--- config.mk ---
export PLATFORM = sky130hd
export DESIGN_NAME = stp_frame_unloader
export DESIGN_NICKNAME = d
export VERILOG_FILES = /design/src/rtl/fft_pkg.sv /design/src/rtl/flex_counter.sv /design/src/rtl/stp_frame_unloader.sv
export SDC_FILE = /design/constraint.sdc
export NUM_CORES = 1
export LEC_CHECK = 0
export CAP_MARGIN = 5
export CORE_AREA = 3 3 309 311
export DETAILED_ROUTE_END_ITERATION = 6
export DIE_AREA = 0 0 312 314
export GPL_ROUTABILITY_DRIVEN = 0
export MAX_ROUTING_LAYER = met4
export PLACE_DENSITY = 0.53
export SLEW_MARGIN = 30
export SYNTH_ARGS = -nofsm -noshare
export SYNTH_HDL_FRONTEND = slang
export SYNTH_SLANG_ARGS = --single-unit
export TNS_END_PERCENT = 20
--- constraint.sdc ---
create_clock -name clk -period 32.2 [get_ports clk]
set_clock_uncertainty 0.1 [all_clocks]
set_input_delay 3.22 -clock clk [delete_from_list [all_inputs] [get_ports clk]]
set_output_delay 3.22 -clock clk [all_outputs]
set_load 0.01 [all_outputs]
--- src/rtl/fft_pkg.sv ---
// Shared sizing, index width and FSM encoding for the FFT front end.
package fft_pkg;

    localparam int unsigned NUM_WORDS = 48;
    localparam int unsigned WORD_W    = 16;
    localparam int unsigned IDX_W     = 6;

    typedef enum logic {
        IDLE   = 1'b0,
        STREAM = 1'b1
    } state_t;

endpackage

--- src/rtl/flex_counter.sv ---
// Free-running modulo counter; the flag marks an enabled count that wraps to zero.
module flex_counter #(
    parameter int unsigned NUM_CNT_BITS = 4,
    parameter int unsigned ROLLOVER_VAL = 15
) (
    input  logic clk,
    input  logic n_rst,
    input  logic count_enable_i,
    output logic rollover_flag_o
);

    localparam logic [NUM_CNT_BITS-1:0] LAST = NUM_CNT_BITS'(ROLLOVER_VAL);

    logic [NUM_CNT_BITS-1:0] count_q;
    logic [NUM_CNT_BITS-1:0] count_d;

    always_comb begin
        count_d = count_q;
        if (count_enable_i) begin
            count_d = (count_q == LAST) ? '0 : count_q + 1'b1;
        end
    end

    always_ff @(posedge clk or negedge n_rst) begin
        if (!n_rst) begin
            count_q <= '0;
        end else begin
            count_q <= count_d;
        end
    end

    assign rollover_flag_o = count_enable_i && (count_q == LAST);

endmodule

--- src/rtl/stp_frame_unloader.sv ---
// Captures a completed serial-to-parallel frame and streams it out one word
// per valid/ready transfer, flagging frames that arrive while still busy.
module stp_frame_unloader #(
    parameter int unsigned NUM_WORDS = fft_pkg::NUM_WORDS,
    parameter int unsigned WORD_W    = fft_pkg::WORD_W
) (
    input  logic                        clk,
    input  logic                        n_rst,
    input  logic                        it_cnt_strobe,
    input  logic [NUM_WORDS*WORD_W-1:0] in_frame,
    input  logic                        out_ready,
    input  logic                        clear_overrun,
    output logic [WORD_W-1:0]           out_data,
    output logic                        out_valid,
    output logic [fft_pkg::IDX_W-1:0]   out_index,
    output logic                        frame_done,
    output logic                        busy,
    output logic                        overrun
);

    import fft_pkg::*;

    localparam int unsigned CNT_W = (WORD_W > 1) ? $clog2(WORD_W) : 1;
    localparam int unsigned IW    = IDX_W;
    localparam logic [IW-1:0] IDX_LAST = IW'(NUM_WORDS - 1);

    state_t          state_q, state_d;
    logic [IW-1:0]   idx_q, idx_d;
    logic            valid_q, valid_d;
    logic            done_q, done_d;
    logic            ovr_q, ovr_d;
    logic            capture_q;
    logic            frame_complete;
    logic            load;
    logic            xfer;
    logic            last_xfer;
    logic [WORD_W-1:0] buf_q [NUM_WORDS];

    flex_counter #(
        .NUM_CNT_BITS (CNT_W),
        .ROLLOVER_VAL (WORD_W - 1)
    ) u_strobe_cnt (
        .clk             (clk),
        .n_rst           (n_rst),
        .count_enable_i  (it_cnt_strobe),
        .rollover_flag_o (frame_complete)
    );

    assign xfer      = valid_q && out_ready;
    assign last_xfer = xfer && (idx_q == IDX_LAST);

    always_comb begin
        state_d = state_q;
        idx_d   = idx_q;
        valid_d = valid_q;
        done_d  = 1'b0;
        load    = 1'b0;
        ovr_d   = ovr_q && !clear_overrun;
        unique case (state_q)
            IDLE: begin
                if (capture_q) begin
                    load    = 1'b1;
                    idx_d   = '0;
                    valid_d = 1'b1;
                    state_d = STREAM;
                end
            end
            STREAM: begin
                if (last_xfer) begin
                    // A frame landing on the final transfer is taken back-to-back.
                    done_d  = 1'b1;
                    idx_d   = '0;
                    if (capture_q) begin
                        load    = 1'b1;
                        valid_d = 1'b1;
                    end else begin
                        valid_d = 1'b0;
                        state_d = IDLE;
                    end
                end else begin
                    if (xfer) begin
                        idx_d = idx_q + 1'b1;
                    end
                    if (capture_q) begin
                        ovr_d = 1'b1;
                    end
                end
            end
            default: state_d = IDLE;
        endcase
    end

    always_ff @(posedge clk or negedge n_rst) begin
        if (!n_rst) begin
            state_q   <= IDLE;
            idx_q     <= '0;
            valid_q   <= 1'b0;
            done_q    <= 1'b0;
            ovr_q     <= 1'b0;
            capture_q <= 1'b0;
        end else begin
            state_q   <= state_d;
            idx_q     <= idx_d;
            valid_q   <= valid_d;
            done_q    <= done_d;
            ovr_q     <= ovr_d;
            capture_q <= frame_complete;
        end
    end

    always_ff @(posedge clk) begin
        if (load) begin
            for (int unsigned w = 0; w < NUM_WORDS; w++) begin
                buf_q[w] <= in_frame[w*WORD_W +: WORD_W];
            end
        end
    end

    assign out_data   = buf_q[idx_q];
    assign out_valid  = valid_q;
    assign out_index  = idx_q;
    assign frame_done = done_q;
    assign busy       = (state_q == STREAM);
    assign overrun    = ovr_q;

endmodule

## Yosys cells after proc, flatten, opt, wreduce, memory -nomap -nowiden

Memories as Yosys holds them, arrays and structs flattened.
Index checks and enable logic that the tools add are counted.

| word-level totals | value |
|---|---|
| input port bits | 773 |
| output and inout port bits | 26 |
| memories kept | 1 |
| memory bits (writable) | 768 |
| register bits after elaboration | 15 |
| logic and storage cells | 43 |

| operators by class | value |
|---|---|
| equality and inequality tests | 5 |
| mux-type cells | 20 |
| bitwise logic cells | 1 |
| add/subtract/negate cells | 2 |
| reductions and logical operators | 7 |

Memories:

| name | words | bits a word | rd ports | clocked after Yosys merged registers in | write ports | line | text |
|---|---|---|---|---|---|---|---|
| buf_q | 48 | 16 | 1 | 0 | 48 | stp_frame_unloader.sv:37 | `logic [WORD_W-1:0] buf_q [NUM_WORDS];` |

Operators with widths:

| kind | count |
|---|---|
| 6-bit two-way mux | 3 |
| 1-bit two-way mux | 12 |
| 6-bit case mux with 2 select lines | 1 |
| 6-bit by 1-bit adder with 6-bit output (second input constant) | 1 |
| 6-bit equality test (second input constant) | 1 |
| 1-bit case mux with 2 select lines | 3 |
| 4-bit by 1-bit adder with 4-bit output (second input constant) | 1 |
| 4-bit equality test (second input constant) | 1 |
| 1-bit logical AND | 4 |
| 4-bit two-way mux | 1 |
| 2-bit AND reduction | 2 |
| 3-bit by 1-bit != test with 1-bit output (second input constant) | 1 |
| 2-bit by 1-bit != test with 1-bit output (second input constant) | 1 |
| 2-bit != test (second input constant) | 1 |
| 1-bit logical NOT | 1 |
| 1-bit inverter | 1 |

## Depth between registers and ports, before layout

| logic depth | value |
|---|---|
| word-level depth | 6 |
| gate-level depth with buffers | 9 |
| depth with buffers taken out | 6 |

## Modules after synthesis

Synthesis repeated with hierarchy kept, for this count alone.

| second synthesis, totals | value |
|---|---|
| cell total of the unflattened synthesis | 1482 |
| area total of the unflattened synthesis | 30518.0 µm² |

By module, submodules not included:

| module | instances | seq. area each (µm²) | cells each | area each (µm²) |
|---|---|---|---|---|
| stp_frame_unloader | 1 | 23337.4 | 1463 | 30330.3 |
| flex_counter | 1 | 100.1 | 19 | 187.7 |

## Worst setup path before layout

No wires, ideal clock.

| timing | value |
|---|---|
| path kind | input -> register |
| start point | input port out_ready |
| end point | memory buf_q[0][0] (enable) |
| path buffers | 0 |
| slack | 9948 ps |
| setup time | 1235 ps |
| required time | 30865 ps |
| stages on the path | 3 |
| arrival time | 20916 ps |
| cells stage by stage | nand2_1 > o21ai_0 > and2_1 |

RTL lines:

| item | line | text |
|---|---|---|
| start: declaration | stp_frame_unloader.sv:11 | `input logic out_ready,` |
| end: declaration | stp_frame_unloader.sv:37 |  |

## Final worst setup path

| timing | value |
|---|---|
| start point | register idx_q[0] (netlist: out_index[0]) |
| end point | output port out_data[14] |

| on the way | value |
|---|---|
| word-level cells in the longest chain between the ends | 1 |

RTL lines:

| item | line | text |
|---|---|---|
| start: declaration | stp_frame_unloader.sv:28 | `logic [IW-1:0] idx_q, idx_d;` |
| start signal: assignment | stp_frame_unloader.sv:103 | `idx_q <= idx_d;` |
| memory read 48 x 16 bit | -- |  |
| end: declaration | stp_frame_unloader.sv:13 | `output logic [WORD_W-1:0] out_data,` |

Every way passes these cells.

==> results.md <==
* Outcome: completed
* Crit path kind: reg -> out
* Total power at 3.06 mW
* Arrival @ worst endpoint at 5.03 ns
* Final #Nets at 2,978
* Clock Latency Late Sink at 0.64 ns
* Synthesized flop and latch total at 783
* Sequential element share of the synthesized area at 0.782
* Initial antenna violation count at 50
* Clock Tree Root: clkbuf_16
* Final core occ at 0.456
* First-pass GRT wire length at 139,000 um
* Static leakage at 13.7 nW
* Hold Crit Depth at 1
* Data required time of the critical path at 28.88 ns
* Gr usage total at 0.208
* Antenna viol nets, final at 0
* I/O pins at 799
* Async SR Flop Fraction at 0.0192
* Slew Limit Fails at 0
* Chip height at 314 um
* Fmax at 120 MHz
* Routed length per instance at 28.2 um
* Vias at 17,200
* Worst slew pin tran at 0.934 ns
* Synthesized net count at 2,146
* EDFF count, synth at 768
* Startpoint types: register
* Power Dens Cells at 72.1 nW/um^2
* Synth area leaders: edfxtp_1, mux4_2, mux2i_1
* Period utilization at 0.259
* DP HPWL at 74,000 um
* Postcts setup bufs at 0
* Die Span X at 312 um
* CTS Buf Count at 86
* Die ar. at 98,000 sq um
* Crit. End Element: output port
* Dominant cell type by area after synthesis: edfxtp_1
* Synth top area share at 0.769
* Clock slew at reported path FFs at 0.06 ns
* Final setup fails at 0
* Area growth from synthesis to layout at 41.5%
* Yosys warnings at 0
* Row Count at 112
* Hold Fails Final Rpt at 0
* Vias per inst at 4.80
* Yosys cell types at 36
* Crit-path max FO at 41
* Setup WS pre-CTS at 23.97 ns
* Residual DRC at 0
* Share of post-route cells with drive strength above 1 at 0.147
* Vias in the first global route at 18,800
* Cell count after synthesis at 1,371
* Max-cap viol count at 0
* Final non-filler cell total at 3,577
* Largest net degree at the start of global routing at 196
* # hold bufs at CTS at 0
* Setup WS post-layout at 23.85 ns
* Initial core utilization at 0.322
* Worst r2r path cells at 9
* Sink Count at 783
* Post-CTS sizing at 0
* VDD IR max at 50.1 uV
* First-pass iteration count of the detailed router at 4
* Main synth FF type: edfxtp_1
* RSZ-0062 raised after global routing: no
* Post-Syn Area at 30,000 sq um
* Total wire length at 101,000 um
* Max clock buf depth at 3
* PortBufs at 798
* Final min period at 8.35 ns
* CTS tree: done
* Setup TNS at 0 ns
* Rel. slew slack at 0.377
* Syn avg cell area at 21.9 sq um
* Inst Count DP at 3,367
* Core ar. at 93,000 sq um
* H-tree levels at 3
* DR iter-0 viols at 1,532
* Grt ovf at 0
* Hold WC Path Type: reg -> reg
-- critical path, stage by stage (launching register included) --
cell,delay [ns]
dfrtp_4,0.62
buf_4,0.63
buf_4,0.74
mux4_2,0.58
and2_1,0.17
o31ai_1,0.39
a31oi_1,0.19
a211o_1,0.36
clkdlybuf4s50_1,0.61
-- synth_stat cells (all sizes together), types with 12 or more instances --
master,n
edfxtp,768
mux4,171
mux2i,76
nand2,51
buf,39
clkbuf,38
nor2,29
o22ai,29
a211oi,27
and2,22
dfrtp,15
o21ai,13
o31ai,12
-- final timing paths --
path | start | end | slack, ns
hold / removal | u_strobe_cnt.count_q[3]$_DFFE_PN0P_ | u_strobe_cnt.count_q[3]$_DFFE_PN0P_ | 0.39
max in group asynchronous | n_rst | out_index[1]$_DFFE_PN0P_ | 28.54
min in group asynchronous | n_rst | overrun$_DFF_PN0_ | 2.92
setup / recovery | out_index[0]$_DFFE_PN0P_ | out_data[14] | 23.85
hold reg to reg | u_strobe_cnt.count_q[3]$_DFFE_PN0P_ | u_strobe_cnt.count_q[3]$_DFFE_PN0P_ | 0.39
setup reg to reg | out_index[3]$_DFFE_PN0P_ | buf_q[9][14]$_DFFE_PP_ | 25.57
-- power breakdown --
group	internal (mW)	switching, mW	total [mW]
combinational	0.438	0.456	0.894
clock	0.577	0.410	0.987
sequential	1.13	0.0469	1.18
total	2.15	0.913	3.06
-- per-stage QoR --
stage	instance area (sq um)	hold WS [ns]
finish	42400	0.394
global route	42400	0.430
CTS	42200	0.392
detailed placement	39400	0.383
global placement	39400	0.370
floorplan	30000	0.351
-- cell families after synthesis --
family / Yosys count / synth area share
simple gates: 119 / 0.0177
compound gates: 136 / 0.0316
buf+inv: 81 / 0.0136
xor+xnor: 2 / 0.000584
mux: 248 / 0.154
flops: 783 / 0.782
fa+ha+maj: 2 / 0.000834
-- flip-flops by register name (all words and copies together) (netlist names) --
register	flops
buf_q	768
out_index	6
u_strobe_cnt.count_q	4
busy	1
capture_q	1
frame_done	1
out_valid	1
overrun	1
-- cell usage in the layout (no fill, tap or decap), types with 9 or more instances in the layout --
| cell type | synthesis | routed |
|---|---|---|
| a211oi_1 | 27 | 26 |
| a31oi_1 | 11 | 11 |
| clkinv_2 | 0 | 13 |
| buf_4 | 13 | 14 |
| o21ai_0 | 13 | 13 |
| a21oi_1 | 10 | 10 |
| o31ai_1 | 12 | 12 |
| clkinvlp_4 | 0 | 9 |
| clkbuf_1 | 38 | 12 |
| nor2_1 | 29 | 28 |
| diode_2 | 0 | 53 |
| mux4_2 | 171 | 171 |
| and2_1 | 19 | 18 |
| mux2i_1 | 76 | 76 |
| dfrtp_1 | 15 | 11 |
| o311ai_1 | 10 | 10 |
| clkinv_1 | 0 | 14 |
| bufinv_16 | 0 | 9 |
| a211o_1 | 11 | 11 |
| nand2_1 | 51 | 50 |
| o22ai_1 | 29 | 29 |
| clkdlybuf4s50_1 | 0 | 798 |
| clkbuf_16 | 0 | 88 |
| edfxtp_1 | 768 | 768 |
| nand3_1 | 10 | 10 |
-- area by class of cell --
cell class	instances	area, sq um
fill	8045	50600
clock buffer	100	2250
multi-input combinational	507	6160
inverter	4	17.5
clock inverter	55	591
antenna	53	133
tap	1254	1570
timing repair buffer	821	8250
sequential	783	23500
-- metal layers --
layer | track usage | wire length, um
met1 | 0.238 | 37800
met3 | 0.0538 | 6290
met4 | 0.0926 | 2930
met5 | - | 0
met2 | 0.348 | 53800
Note: power is estimated with default switching activity, not from simulation.
